`config.mk`:
```
export PLATFORM = sky130hd
export DESIGN_NAME = multdiv_seq_flat
export DESIGN_NICKNAME = d
export VERILOG_FILES = /design/src/rtl/multdiv_pkg.sv /design/src/rtl/multdiv_seq_if.sv /design/src/rtl/multdiv_opsel.sv /design/src/rtl/multdiv_seq.sv /design/src/flat_wrapper.sv
export SDC_FILE = /design/constraint.sdc
export NUM_CORES = 1
export LEC_CHECK = 0
export BUFFER_PORTS_ARGS = -buffer_cell sky130_fd_sc_hd__buf_2
export CAP_MARGIN = 20
export CELL_PAD_IN_SITES_DETAIL_PLACEMENT = 0
export CELL_PAD_IN_SITES_GLOBAL_PLACEMENT = 2
export CORE_ASPECT_RATIO = 0.9
export CORE_MARGIN = 4
export CORE_UTILIZATION = 30
export CTS_CLUSTER_SIZE = 12
export DETAILED_ROUTE_END_ITERATION = 12
export HOLD_SLACK_MARGIN = 0.02
export PLACE_DENSITY_LB_ADDON = 0.1
export SYNTH_ARGS = -nofsm -noshare
export SYNTH_HDL_FRONTEND = slang
export SYNTH_SLANG_ARGS = --single-unit
```
`constraint.sdc`:
```
create_clock -name clock -period 2.4 [get_ports clock]
set_input_delay 0.36 -clock clock [delete_from_list [all_inputs] [get_ports clock]]
set_output_delay 0.36 -clock clock [all_outputs]
set_load 0.02 [all_outputs]
```
`src/rtl/multdiv_pkg.sv`:
```
// Shared types and constants for the sequential multiply/divide unit.
package multdiv_pkg;

  localparam int unsigned WIDTH = 32;
  localparam int unsigned ITERS = 32;

  localparam logic [WIDTH-1:0] INT_MIN   = 32'h8000_0000;
  localparam logic [WIDTH-1:0] MINUS_ONE = 32'hFFFF_FFFF;

  // Booth pair {LO[0], q}
  localparam logic [1:0] BoothNop0 = 2'b00;
  localparam logic [1:0] BoothAdd  = 2'b01;
  localparam logic [1:0] BoothSub  = 2'b10;
  localparam logic [1:0] BoothNop1 = 2'b11;

  typedef enum logic [2:0] {
    StIdle,
    StMIter,
    StDNegA,
    StDNegB,
    StDIter,
    StDNegQ,
    StDone
  } state_e;

endpackage

```
`src/rtl/multdiv_seq_if.sv`:
```
// Issue-side and shared-adder signals of the multiply/divide sequencer.
interface multdiv_seq_if;
  import multdiv_pkg::*;

  logic             ctrl_MULT;
  logic             ctrl_DIV;
  logic [WIDTH-1:0] data_operandA;
  logic [WIDTH-1:0] data_operandB;
  logic [WIDTH-1:0] data_result;
  logic             data_exception;
  logic             data_resultRDY;
  logic             busy;

  logic [WIDTH-1:0] add_a;
  logic [WIDTH-1:0] add_b;
  logic             add_cin;
  logic [WIDTH-1:0] add_s;
  logic             add_ovf;

  // Environment side: issue logic plus the external adder
  modport master (
    output ctrl_MULT, ctrl_DIV, data_operandA, data_operandB, add_s, add_ovf,
    input  data_result, data_exception, data_resultRDY, busy, add_a, add_b, add_cin
  );

  // Sequencer side
  modport slave (
    input  ctrl_MULT, ctrl_DIV, data_operandA, data_operandB, add_s, add_ovf,
    output data_result, data_exception, data_resultRDY, busy, add_a, add_b, add_cin
  );

endinterface

```
`src/rtl/multdiv_opsel.sv`:
```
// Combinational operand mux for the shared adder, driven by sequencer state.
module multdiv_opsel
  import multdiv_pkg::*;
#(
  parameter int unsigned WIDTH = 32
) (
  input  state_e           state_i,
  input  logic [WIDTH-1:0] hi_i,     // HI (multiply) / R (divide)
  input  logic [WIDTH-1:0] lo_i,     // LO (multiply) / Q (divide)
  input  logic [WIDTH-1:0] m_i,      // M (multiply) / D (divide)
  input  logic             booth_i,  // Booth history bit q
  input  logic             sign_i,   // quotient sign
  output logic [WIDTH-1:0] add_a_o,
  output logic [WIDTH-1:0] add_b_o,
  output logic             add_cin_o
);

  // Select adder operands; IDLE and DONE leave the adder at 0/0/0
  always_comb begin
    add_a_o   = '0;
    add_b_o   = '0;
    add_cin_o = 1'b0;
    unique case (state_i)
      StMIter: begin
        add_a_o = hi_i;
        unique case ({lo_i[0], booth_i})
          BoothAdd: add_b_o = m_i;
          BoothSub: begin
            add_b_o   = ~m_i;
            add_cin_o = 1'b1;
          end
          default: add_b_o = '0;
        endcase
      end
      StDNegA: begin
        // 0 + ~x + 1 negates; INT_MIN maps to itself and is read as unsigned 2^31
        add_b_o   = lo_i[WIDTH-1] ? ~lo_i : lo_i;
        add_cin_o = lo_i[WIDTH-1];
      end
      StDNegB: begin
        add_b_o   = m_i[WIDTH-1] ? ~m_i : m_i;
        add_cin_o = m_i[WIDTH-1];
      end
      StDIter: begin
        add_a_o   = {hi_i[WIDTH-2:0], lo_i[WIDTH-1]};
        add_b_o   = ~m_i;
        add_cin_o = 1'b1;
      end
      StDNegQ: begin
        add_b_o   = sign_i ? ~lo_i : lo_i;
        add_cin_o = sign_i;
      end
      default: begin
        add_a_o   = '0;
        add_b_o   = '0;
        add_cin_o = 1'b0;
      end
    endcase
  end

endmodule

```
`src/rtl/multdiv_seq.sv`:
```
// Multi-cycle signed 32-bit multiply (radix-2 Booth) and divide (restoring on
// magnitudes) sharing one external adder.
module multdiv_seq
  import multdiv_pkg::*;
#(
  parameter int unsigned WIDTH = 32
) (
  input logic          clock,
  input logic          reset_n,
  multdiv_seq_if.slave bus
);

  if (WIDTH != 32) begin : gen_width_check
    $fatal(1, "multdiv_seq: only WIDTH == 32 is supported");
  end

  state_e           state_q, state_d;
  logic [4:0]       count_q, count_d;
  logic [WIDTH-1:0] hi_q, hi_d;        // HI / remainder R
  logic [WIDTH-1:0] lo_q, lo_d;        // LO / quotient Q
  logic [WIDTH-1:0] m_q, m_d;          // multiplicand M / divisor D
  logic             booth_q, booth_d;
  logic             sign_q, sign_d;
  logic [WIDTH-1:0] result_q, result_d;
  logic             exc_q, exc_d;

  logic [WIDTH-1:0] add_a, add_b;
  logic             add_cin;

  logic             start;
  logic             last_iter;
  logic             msign;
  logic [WIDTH-1:0] mult_hi, mult_lo;
  logic [WIDTH-1:0] rs;
  logic             no_borrow;

  multdiv_opsel #(
    .WIDTH (WIDTH)
  ) u_opsel (
    .state_i   (state_q),
    .hi_i      (hi_q),
    .lo_i      (lo_q),
    .m_i       (m_q),
    .booth_i   (booth_q),
    .sign_i    (sign_q),
    .add_a_o   (add_a),
    .add_b_o   (add_b),
    .add_cin_o (add_cin)
  );

  // Datapath helpers derived from the adder return
  always_comb begin
    start     = bus.ctrl_MULT | bus.ctrl_DIV;
    last_iter = (count_q == 5'(ITERS - 1));
    // True sign of the 33-bit Booth partial sum
    msign     = bus.add_s[WIDTH-1] ^ bus.add_ovf;
    mult_hi   = {msign, bus.add_s[WIDTH-1:1]};
    mult_lo   = {bus.add_s[0], lo_q[WIDTH-1:1]};
    rs        = {hi_q[WIDTH-2:0], lo_q[WIDTH-1]};
    // D is a magnitude below 2^31, so Rs[31] set always means Rs >= D
    no_borrow = rs[WIDTH-1] | ~bus.add_s[WIDTH-1];
  end

  // Next-state and register update; a start in any state (re)loads operands
  always_comb begin
    state_d  = state_q;
    count_d  = count_q;
    hi_d     = hi_q;
    lo_d     = lo_q;
    m_d      = m_q;
    booth_d  = booth_q;
    sign_d   = sign_q;
    result_d = result_q;
    exc_d    = exc_q;

    if (start) begin
      count_d = '0;
      hi_d    = '0;
      booth_d = 1'b0;
      if (bus.ctrl_MULT) begin
        state_d = StMIter;
        lo_d    = bus.data_operandB;
        m_d     = bus.data_operandA;
        sign_d  = 1'b0;
      end else begin
        lo_d    = bus.data_operandA;
        m_d     = bus.data_operandB;
        sign_d  = bus.data_operandA[WIDTH-1] ^ bus.data_operandB[WIDTH-1];
        if (bus.data_operandB == '0) begin
          state_d  = StDone;
          result_d = '0;
          exc_d    = 1'b1;
        end else if (bus.data_operandB == INT_MIN) begin
          // |A| never exceeds 2^31, so the quotient is 1 only for INT_MIN itself
          state_d  = StDone;
          result_d = (bus.data_operandA == INT_MIN) ? {{(WIDTH-1){1'b0}}, 1'b1} : '0;
          exc_d    = 1'b0;
        end else begin
          state_d = StDNegA;
        end
      end
    end else begin
      unique case (state_q)
        StIdle: state_d = StIdle;
        StMIter: begin
          hi_d    = mult_hi;
          lo_d    = mult_lo;
          booth_d = lo_q[0];
          count_d = count_q + 5'd1;
          if (last_iter) begin
            state_d  = StDone;
            result_d = mult_lo;
            exc_d    = (mult_hi != {WIDTH{mult_lo[WIDTH-1]}});
          end
        end
        StDNegA: begin
          lo_d    = bus.add_s;
          state_d = StDNegB;
        end
        StDNegB: begin
          m_d     = bus.add_s;
          state_d = StDIter;
        end
        StDIter: begin
          hi_d    = no_borrow ? bus.add_s : rs;
          lo_d    = {lo_q[WIDTH-2:0], no_borrow};
          count_d = count_q + 5'd1;
          if (last_iter) begin
            state_d = StDNegQ;
          end
        end
        StDNegQ: begin
          lo_d     = bus.add_s;
          result_d = bus.add_s;
          // A positive quotient with bit 31 set is only INT_MIN / -1
          exc_d    = ~sign_q & lo_q[WIDTH-1];
          state_d  = StDone;
        end
        StDone:  state_d = StIdle;
        default: state_d = StIdle;
      endcase
    end
  end

  // State registers with asynchronous active-low reset
  always_ff @(posedge clock or negedge reset_n) begin
    if (!reset_n) begin
      state_q  <= StIdle;
      count_q  <= '0;
      hi_q     <= '0;
      lo_q     <= '0;
      m_q      <= '0;
      booth_q  <= 1'b0;
      sign_q   <= 1'b0;
      result_q <= '0;
      exc_q    <= 1'b0;
    end else begin
      state_q  <= state_d;
      count_q  <= count_d;
      hi_q     <= hi_d;
      lo_q     <= lo_d;
      m_q      <= m_d;
      booth_q  <= booth_d;
      sign_q   <= sign_d;
      result_q <= result_d;
      exc_q    <= exc_d;
    end
  end

  assign bus.add_a          = add_a;
  assign bus.add_b          = add_b;
  assign bus.add_cin        = add_cin;
  assign bus.data_result    = result_q;
  assign bus.data_exception = exc_q;
  assign bus.data_resultRDY = (state_q == StDone);
  assign bus.busy           = (state_q != StIdle);

endmodule

```
`src/flat_wrapper.sv`:
```
// flat-port wrapper written by rule: the top's interface ports become plain ports
module multdiv_seq_flat import multdiv_pkg::*;
#(
  parameter int unsigned WIDTH = 32
)
  (clock, reset_n, bus_ctrl_MULT, bus_ctrl_DIV, bus_data_operandA, bus_data_operandB, bus_add_s, bus_add_ovf, bus_data_result, bus_data_exception, bus_data_resultRDY, bus_busy, bus_add_a, bus_add_b, bus_add_cin);
  multdiv_seq_if bus_i ();
  input logic clock;
  input logic reset_n;
  input wire logic [$bits(bus_i.ctrl_MULT)-1:0] bus_ctrl_MULT;
  input wire logic [$bits(bus_i.ctrl_DIV)-1:0] bus_ctrl_DIV;
  input wire logic [$bits(bus_i.data_operandA)-1:0] bus_data_operandA;
  input wire logic [$bits(bus_i.data_operandB)-1:0] bus_data_operandB;
  input wire logic [$bits(bus_i.add_s)-1:0] bus_add_s;
  input wire logic [$bits(bus_i.add_ovf)-1:0] bus_add_ovf;
  output wire logic [$bits(bus_i.data_result)-1:0] bus_data_result;
  output wire logic [$bits(bus_i.data_exception)-1:0] bus_data_exception;
  output wire logic [$bits(bus_i.data_resultRDY)-1:0] bus_data_resultRDY;
  output wire logic [$bits(bus_i.busy)-1:0] bus_busy;
  output wire logic [$bits(bus_i.add_a)-1:0] bus_add_a;
  output wire logic [$bits(bus_i.add_b)-1:0] bus_add_b;
  output wire logic [$bits(bus_i.add_cin)-1:0] bus_add_cin;
  assign bus_i.ctrl_MULT = bus_ctrl_MULT;
  assign bus_i.ctrl_DIV = bus_ctrl_DIV;
  assign bus_i.data_operandA = bus_data_operandA;
  assign bus_i.data_operandB = bus_data_operandB;
  assign bus_i.add_s = bus_add_s;
  assign bus_i.add_ovf = bus_add_ovf;
  assign bus_data_result = bus_i.data_result;
  assign bus_data_exception = bus_i.data_exception;
  assign bus_data_resultRDY = bus_i.data_resultRDY;
  assign bus_busy = bus_i.busy;
  assign bus_add_a = bus_i.add_a;
  assign bus_add_b = bus_i.add_b;
  assign bus_add_cin = bus_i.add_cin;
  multdiv_seq #(.WIDTH(WIDTH)) u_core (.clock(clock), .reset_n(reset_n), .bus(bus_i));
endmodule
```
## Word-level counts from Yosys, hierarchy flattened

Index checks and enable logic that the tools add are counted.

| storage, ports and cells | value |
|---|---|
| flip-flop bits (word level) | 139 |
| input bits | 101 |
| logic and storage cells | 89 |

| cells by class | value |
|---|---|
| equal/unequal tests | 16 |
| reductions and logical operators | 12 |
| $add $sub $neg | 1 |
| bitwise gates (word level) | 9 |
| multiplexer cells | 42 |

Operator list:

| cell | number |
|---|---|
| $mux 32 | 15 |
| $pmux 32 s2 | 4 |
| $pmux 32 s5 | 1 |
| $pmux 32 s3 | 1 |
| $eq 32x32->1 const B | 2 |
| $not 32->32 | 2 |
| $logic_not 32->1 | 1 |
| $ne 32x32->1 | 1 |
| $mux 3 | 6 |
| $pmux 3 s5 | 1 |
| $mux 1 | 10 |
| $mux 5 | 2 |
| $eq 3x3->1 const B | 3 |
| $reduce_bool 3->1 | 3 |
| $eq 3x2->1 const B | 2 |
| $ne 3x1->1 const B | 2 |
| $reduce_bool 2->1 | 3 |
| $add 5x1->5 const B | 1 |
| $eq 5x5->1 const B | 1 |
| $pmux 1 s5 | 1 |
| $reduce_and 4->1 | 1 |
| $reduce_bool 4->1 | 1 |
| $reduce_or 2->1 | 2 |
| $eq 3x1->1 const B | 1 |
| other kinds (10) | 13 |

## Logic depth before layout (Yosys ltp)

Gate-level depths: netlist (run 1).

| logic depth | value |
|---|---|
| depth in word-level cells | 6 |
| depth in mapped cells | 9 |
| gate-level depth less buffers | 8 |

## Cells and area by module

From an unflattened synthesis (run 1), not the netlist that was laid out.

| second synthesis, totals | value |
|---|---|
| cells, all modules | 1287 |
| area, all modules | 11100.6 um^2 |

By module, submodules not included:

| module | instances | seq. area each (um^2) | cells each | area an instance (um^2) |
|---|---|---|---|---|
| multdiv_seq | 1 | 3478.3 | 904 | 8235.4 |
| multdiv_opsel | 1 | 0.0 | 383 | 2865.2 |

## Worst setup path before layout (run 1)

OpenSTA, ideal clock, no wires.

| path | value |
|---|---|
| path kind | flip-flop to flip-flop |
| start point | reg u_core.count_q[0] |
| end point | reg u_core.result_q[10] (netlist: u_core.bus.data_result[10]) |
| data required time | 2.277 ns |
| arrival time | 1.964 ns |
| setup slack | 0.314 ns |
| buffers on the path | 3 |
| cell stages (with the launch flop) | 10 |
| period minus slack after synthesis | 2.086 ns |
| library setup time | 0.123 ns |
| path through | dfrtp_1 -> ha_1 -> and3_1 -> ha_1 -> nor2_1 -> or3_1 -> clkbuf_1 -> clkbuf_1 -> buf_2 -> o2bb2ai_1 |

| between the ends | value |
|---|---|
| cells in the longest elaborated chain, start to end | 3 |

RTL lines:

| what | RTL line | RTL |
|---|---|---|
| start, declared | multdiv_seq.sv:18 | `logic [4:0] count_q, count_d;` |
| start signal, assigned | multdiv_seq.sv:159 | `count_q <= count_d;` |
| $eq 5x5->1 | multdiv_seq.sv:54 | `last_iter = (count_q == 5'(ITERS - 1));` |
| $ne 3x1->1 (no source line) | n/a |  |
| $reduce_and 4->1 (no source line) | n/a |  |
| end signal, assigned | multdiv_seq.sv:165 | `result_q <= result_d;` |
| end, declared | multdiv_seq.sv:24 | `logic [WIDTH-1:0] result_q, result_d;` |

Every way passes these cells.
A chain may end at the register's enable or synchronous reset.

## Worst setup path in the final report (run 1)

| path | value |
|---|---|
| start point | reg u_core.state_q[0] |
| end point | out bus_add_b[20] |

| between the ends | value |
|---|---|
| cells in the longest elaborated chain, start to end | 2 |
| elaborated cells on any way between the ends | 6 |

RTL lines:

| what | RTL line | RTL |
|---|---|---|
| start, declared | multdiv_seq.sv:17 | `state_e state_q, state_d;` |
| start signal, assigned | multdiv_seq.sv:148 | `state_q <= StIdle;` |
| start signal, assigned | multdiv_seq.sv:158 | `state_q <= state_d;` |
| $eq 3x3->1 (tied with other cells) | multdiv_opsel.sv:23 | `unique case (state_i)` |
| $pmux 32 s5 (*) | multdiv_opsel.sv:23 |  |
| end, declared | flat_wrapper.sv:21 | `output wire logic [$bits(bus_i.add_b)-1:0] bus_add_b;` |

Mark *: on every way between the ends. The rest lies on a longest branch, timed or not.

==> results of run 1 <==
[through the flow]
stage | cells | hold WS [ns] | area, sq um | setup TNS [ns] | power (mW)
after floorplan | 1123 | 0.0644 | 9450 | 0 | 4.21
after global placement | 1688 | 0.329 | 11200 | -0.0102 | 5.23
after detailed placement | 1688 | 0.328 | 11200 | 0 | 5.23
after CTS | 1760 | 0.172 | 12600 | -5.84 | 8.12
after global routing | 1770 | 0.187 | 12900 | -9.55 | 8.51
final | 1771 | 0.185 | 12900 | -5.06 | 8.15
[registers in the layout, indices dropped and copies added, names as in the netlist]
name                       flops
u_core.sign_q                  1
u_core.count_q                 5
u_core.lo_q                   32
u_core.bus.data_exception      1
u_core.state_q                 3
u_core.bus.data_result        32
u_core.hi_q                   32
u_core.m_q                    32
u_core.booth_q                 1
[power by group through the flow]
stage / clock [mW] / sequential, mW / combinational [mW]
6_report: 2.57 / 3.02 / 2.56
5_1_grt: 2.71 / 3.05 / 2.75
4_1_cts: 2.61 / 3.00 / 2.51
3_5_place_dp: 0 / 3.03 / 2.21
3_3_place_gp: 0 / 3.04 / 2.19
2_1_floorplan: 0 / 3.00 / 1.20
[worst max-delay path, delay by kind of cell, from the launching register on]
family | cells | cell delay (ns)
AOI/OAI and AO/OA | 3 | 0.42
DFF | 1 | 0.42
buffers and inverters | 4 | 0.69
and+or+nand+nor | 2 | 0.25
[per-layer routing]
layer	up-vias	share of wire [%]
li1	4699	-
met1	5078	47
met2	392	45
met3	40	6.8
met4	4	1.3
met5	-	0.059
[cell type report]
type	count	area [sq um]	share of cell area (%)
Antenna cell	1	2.50	0.0194
Tap cell	409	512	3.97
Inverter	5	18.8	0.146
Timing Repair Buffer	317	2630	20.4
Clock buffer	18	439	3.41
Multi-Input combinational cell	868	5710	44.2
Clock inverter	14	111	0.863
Sequential cell	139	3480	27.0
[worst max path at each step]
| stage | start | endpoint |
|---|---|---|
| after detailed placement | bus_add_s[13] | u_core.bus.data_exception |
| after global placement | bus_add_s[13] | u_core.bus.data_exception |
| after global routing | u_core.state_q[2] | bus_add_b[22] |
| after floorplan | u_core.count_q[0] | u_core.bus.data_result[10] |
| final | u_core.state_q[0] | bus_add_b[20] |
| after CTS | u_core.state_q[0] | bus_add_a[31] |
[cells by family after synthesis]
group	share of synthesized area (%)
muxes	10.5
and+or+nand+nor	18.5
AOI/OAI and AO/OA	28.0
DFF	36.8
xor gates and xnor gates	0.371
adders and majority gates	0.397
buffers and inverters	5.43
[cell usage in the layout, fill, tap and decap left out, types with 32 or more instances in the layout]
cell type,count
nand2_1,164
buf_2,142
dfrtp_1,136
buf_4,109
mux2i_1,97
a21oi_1,97
nor2_1,72
o21ai_1,36
buf_6,36
o22ai_1,35
a211oi_1,33
a22o_1,32
nor4_1,32
[repair_timing]
| item | CTS | global route |
|---|---|---|
| setup endpoints to repair | 65 | 66 |
| endpoints found under the hold margin | 38 | 0 |
| setup buffers | 27 | 8 |
| resized for setup | 110 | 47 |
| hold buffers | 1 | 0 |
| pin swaps | 13 | 20 |
| cloned | 12 | 4 |
==> impl_metrics.toml, run 1 <==
[die]
die_y_um = 176
io_pins = 201
coreArea_sq_um = 31000
start_util_pct = 30.5
die_x_um = 195
dieArea_sq_um = 34400
rows = 61

[detailed_routing]
dr_total_vias = 10200
vias_per_cell = 5.77
routed_wl_um = 46000
ant_nets = 0
drtPass1Iterations = 6
drc = 0
drtIter0Drc = 992
wl_per_cell_um = 26.0

[sta]
finalMaxSlewViolations = 0
worstMarginPinSlew_ns = 0.624
slew-limit-headroom_pct = 58.4
rsz0062_at_grt = "true"
finalHoldViolations = 0
setup_violations = 44
max_freq_mhz = 389
fin_ws_ns = -0.172
clock_skew_ns = 0.0197
period_minus_slack_ns = 2.57
period_share_pct = 107

[grt]
globalRoute.busiestLayer = "met2"
overflow = 0
grt_first_pass_wirelength_um = 67300
antenna_found_initial = 2
use_met3_pct = 4.92
grt_max_degree = 84
grt_pass1_vias = 9910
use_met2_pct = 39.3
use_met1_pct = 38.0
grt_usage_pct = 25.7

[place]
place_ws_ns = 0.00768
io_buffers = 200
place_hpwl_um = 30000
place.gp.congestion = 0.820

[synth]
avgSynthCellArea_sq_um = 8.42
synth-edff-count = 0
synth.most_common_cell = "nand2_1"
synth.top_cell.area_share_pct = 36.8
ys_types = 58
async_reset_ff_share_pct = 100
synth-seq-area-share_pct = 36.8
ys_ff_latch = 139
synth.cell_area_sq_um = 9450
yosysWarnings = 0
syn_nets = 1227
netlist_top_cells_count = "167 x nand2_1, 139 x dfrtp_1, 107 x a21oi_1"
synthTopCellsByArea = "dfrtp_1 37%, mux2i_1 10%, nand2_1 6.6%"
yosys.area.top_type = "dfrtp_1"
synth_ff_type = "dfrtp_1"
syn_inst = 1123

[cells_and_area]
drive_gt1_share_pct = 29.7
final_util_pct = 41.6
fin_nets = 1452
area_delta_synth_final_pct = 36.4
nFillCells = 3221

[worst_setup_path]
path_max_fanout = 8
worstSetupPathType = "flip-flop to primary output"
cpPeakStageDelay_ns = 0.42
cp_slowest_cell = "dfrtp_1"
r2r_setup_slack_ns = 0.13
start_kind = "flip-flop"
r2r_start = "u_core.count_q[0]"
path_common_cell = "buf_6"
arrival_ns = 2.21
worstRegToRegCells = 9
cp-end-kind = "primary output"
cp_cell_sequence = "buf_6 -> and3b_2 -> a22oi_2 -> buf_6 -> clkbuf_16 -> nor2_1 -> a21oi_1 -> o211ai_1 -> buf_4"
r2r_end = "u_core.bus.data_result[14]"
worstPathRequired_ns = 2.04

[power_and_ir_drop]
vdd_ir_drop_max_uv = 494
switching_share_pct = 37.9
power.switching_mw = 3.09
sequentialPowerShare_pct = 37.1
combPwrFrac_pct = 31.4
p_leak_nw = 5.69
p_per_area_nw_per_um2 = 632
p_clk_share_pct = 31.5
intPower_mw = 5.06

[cts]
cts_buffer_depth = 2
cts_tree = "done"
clkSinkCount = 139
root_buffer = "clkbuf_16"
cts_buffers = 17
htreeDepth = 4
clkSlewWorstSetupHoldPaths_ns = 0.07
clk_latency_ns = 0.44

[status]
status = "complete, but fails checks"
violations = "negative setup slack"

[worst_hold_path]
worst_hold_path.num_cells = 3
hold_path.class = "input pin to flip-flop"
hold_end = "u_core.m_q[19]"
hold_path.startpoint = "bus_data_operandA[19]"

[flow_run]
cap_violations = 0
(Power assumes the default switching activity.)
==> run 2, diff against run 1 <==
Settings changed: CORE_ASPECT_RATIO 0.9 to 0.8.
==> impl_metrics.toml, run 2 (synthesis gave the netlist of run 1 again) <==
[status]
status = "complete, but fails checks"
violations = "negative setup slack"

[grt]
overflow = 0
grt_usage_pct = 25.5
antenna_found_initial = 5
grt_pass1_vias = 9754
grt_first_pass_wirelength_um = 66300
grt_max_degree = 50

[detailed_routing]
dr_total_vias = 10100
routed_wl_um = 45700
drtIter0Drc = 855
drtPass1Iterations = 7
vias_per_cell = 5.73
ant_nets = 0
drc = 0
wl_per_cell_um = 26.0

[cts]
cts_tree = "done"
clkSinkCount = 139
htreeDepth = 4
cts_buffers = 17
clkSlewWorstSetupHoldPaths_ns = 0.06
root_buffer = "clkbuf_16"
clk_latency_ns = 0.44
cts_buffer_depth = 2

[place]
place_hpwl_um = 30100
place.gp.congestion = 0.837
io_buffers = 200

[worst_setup_path]
worst-path-buf-inv = 2
cp-end-kind = "primary output"
path_max_fanout = 31
path_delay_family = "compound AO/OA/AOI/OAI gates"
cp_slowest_cell = "or3b_1"
worstPathRequired_ns = 2.04
cp_cell_sequence = "or3b_1 -> o32ai_4 -> buf_12 -> a21oi_1 -> o211ai_1 -> buf_4"
arrival_ns = 2.23
start_kind = "flip-flop"
worstSetupPathType = "flip-flop to primary output"
cpPeakStageDelay_ns = 0.45

[cells_and_area]
final_cell_mix = "164 x nand2_1, 138 x dfrtp_1, 135 x buf_2"
nFillCells = 3201
fin_nets = 1439
diodes = 0
final_common_cell = "nand2_1"
drive_gt1_share_pct = 27.5
final_util_pct = 41.4
area_delta_synth_final_pct = 34.5

[sta]
slew-limit-headroom_pct = 47.4
finalSetupTns_ns = -5.67
fin_ws_ns = -0.191
finalMaxSlewViolations = 0
rsz0062_at_grt = "true"
setup_violations = 58
max_freq_mhz = 386
period_share_pct = 108
period_minus_slack_ns = 2.59
clock_skew_ns = 0.0137
finalHoldViolations = 0
worstMarginPinSlew_ns = 0.783

[power_and_ir_drop]
p_per_area_nw_per_um2 = 658
p_leak_nw = 5.60
vdd_ir_drop_max_uv = 494
power_mw = 8.36

[worst_hold_path]
hold_path.class = "input pin to flip-flop"

[die]
rows = 57
dieArea_sq_um = 34400
die_x_um = 206
coreArea_sq_um = 30700
die_y_um = 167
io_pins = 201
start_util_pct = 30.8

[flow_run]
cap_violations = 0
-- run 2: cell types whose count changed in the layout (fill, tap and decap cells not counted), sizes merged --
| cell | delta |
|---|---|
| bufbuf | -1 |
| a21oi | +1 |
| clkinv | +1 |
| diode | -1 |
| clkbuf | +1 |
| inv | -4 |
| buf | -14 |
| bufinv | +3 |
-- run 2: path summary, 6_finish.rpt --
kind / depth (start not counted) / startpoint / slack [ns] / end
worst max-delay path: 6 / u_core.state_q[1] / -0.19 / bus_add_b[11]
worst min-delay path: 3 / bus_data_operandA[12] / 0.17 / u_core.m_q[12]
worst max register to register: 7 / u_core.count_q[0] / 0.18 / u_core.bus.data_result[8]
worst min register to register: 1 / u_core.bus.data_result[7] / 0.48 / u_core.bus.data_result[7]
max in group asynchronous: 3 / reset_n / 1.20 / u_core.bus.data_result[5]
min in group asynchronous: 2 / reset_n / 0.46 / u_core.hi_q[22]
-- run 2: tightest hold or removal path: stages --
cell and delay, ns:
buf_2 0.10, nand2_1 0.05, o21ai_1 0.06
-- run 2: repair_timing --
action | CTS | global route
pin swaps | 3 | 10
hold endpoints to repair | 45 | 0
endpoints found under the setup margin | 95 | 51
gates cloned | 6 | 7
hold buffers | 1 | 0
resized for setup | 48 | 86
buffers inserted | 10 | 12
-- run 2: routing by layer --
metal  track usage, %  vias to the layer above  routed length (um)
li1                 -                     4651                   -
met1             39.9                     5048               22400
met2             36.5                      346               19900
met3             5.42                       31                3100
met4             3.93                       10                 312
met5                0                        -                  64
-- run 2: layout make-up --
class / instances / area, sq um / area share, %
Timing Repair Buffer: 303 / 2430 / 19.1
Inverter: 5 / 18.8 / 0.148
Clock buffer: 18 / 429 / 3.38
Tap cell: 413 / 517 / 4.06
Multi-Input combinational cell: 869 / 5670 / 44.6
Sequential cell: 139 / 3480 / 27.4
Clock inverter: 14 / 171 / 1.35
-- run 2: metrics by stage --
| step | setup slack, ns | hold slack [ns] | cell area [sq um] | std cells |
|---|---|---|---|---|
| global placement | -0.0883 | 0.362 | 11200 | 1694 |
| global route | -0.272 | 0.171 | 12700 | 1761 |
| floorplan | 0.314 | 0.0644 | 9450 | 1123 |
| CTS | -0.187 | 0.161 | 12200 | 1743 |
| finish | -0.191 | 0.173 | 12700 | 1761 |
| detailed placement | -0.0744 | 0.363 | 11200 | 1694 |
-- run 2: report_power, final --
part / internal (mW) / switching [mW]
registers: 2.62 / 0.397
clock network: 1.64 / 1.19
logic: 1.03 / 1.48
total: 5.29 / 3.07
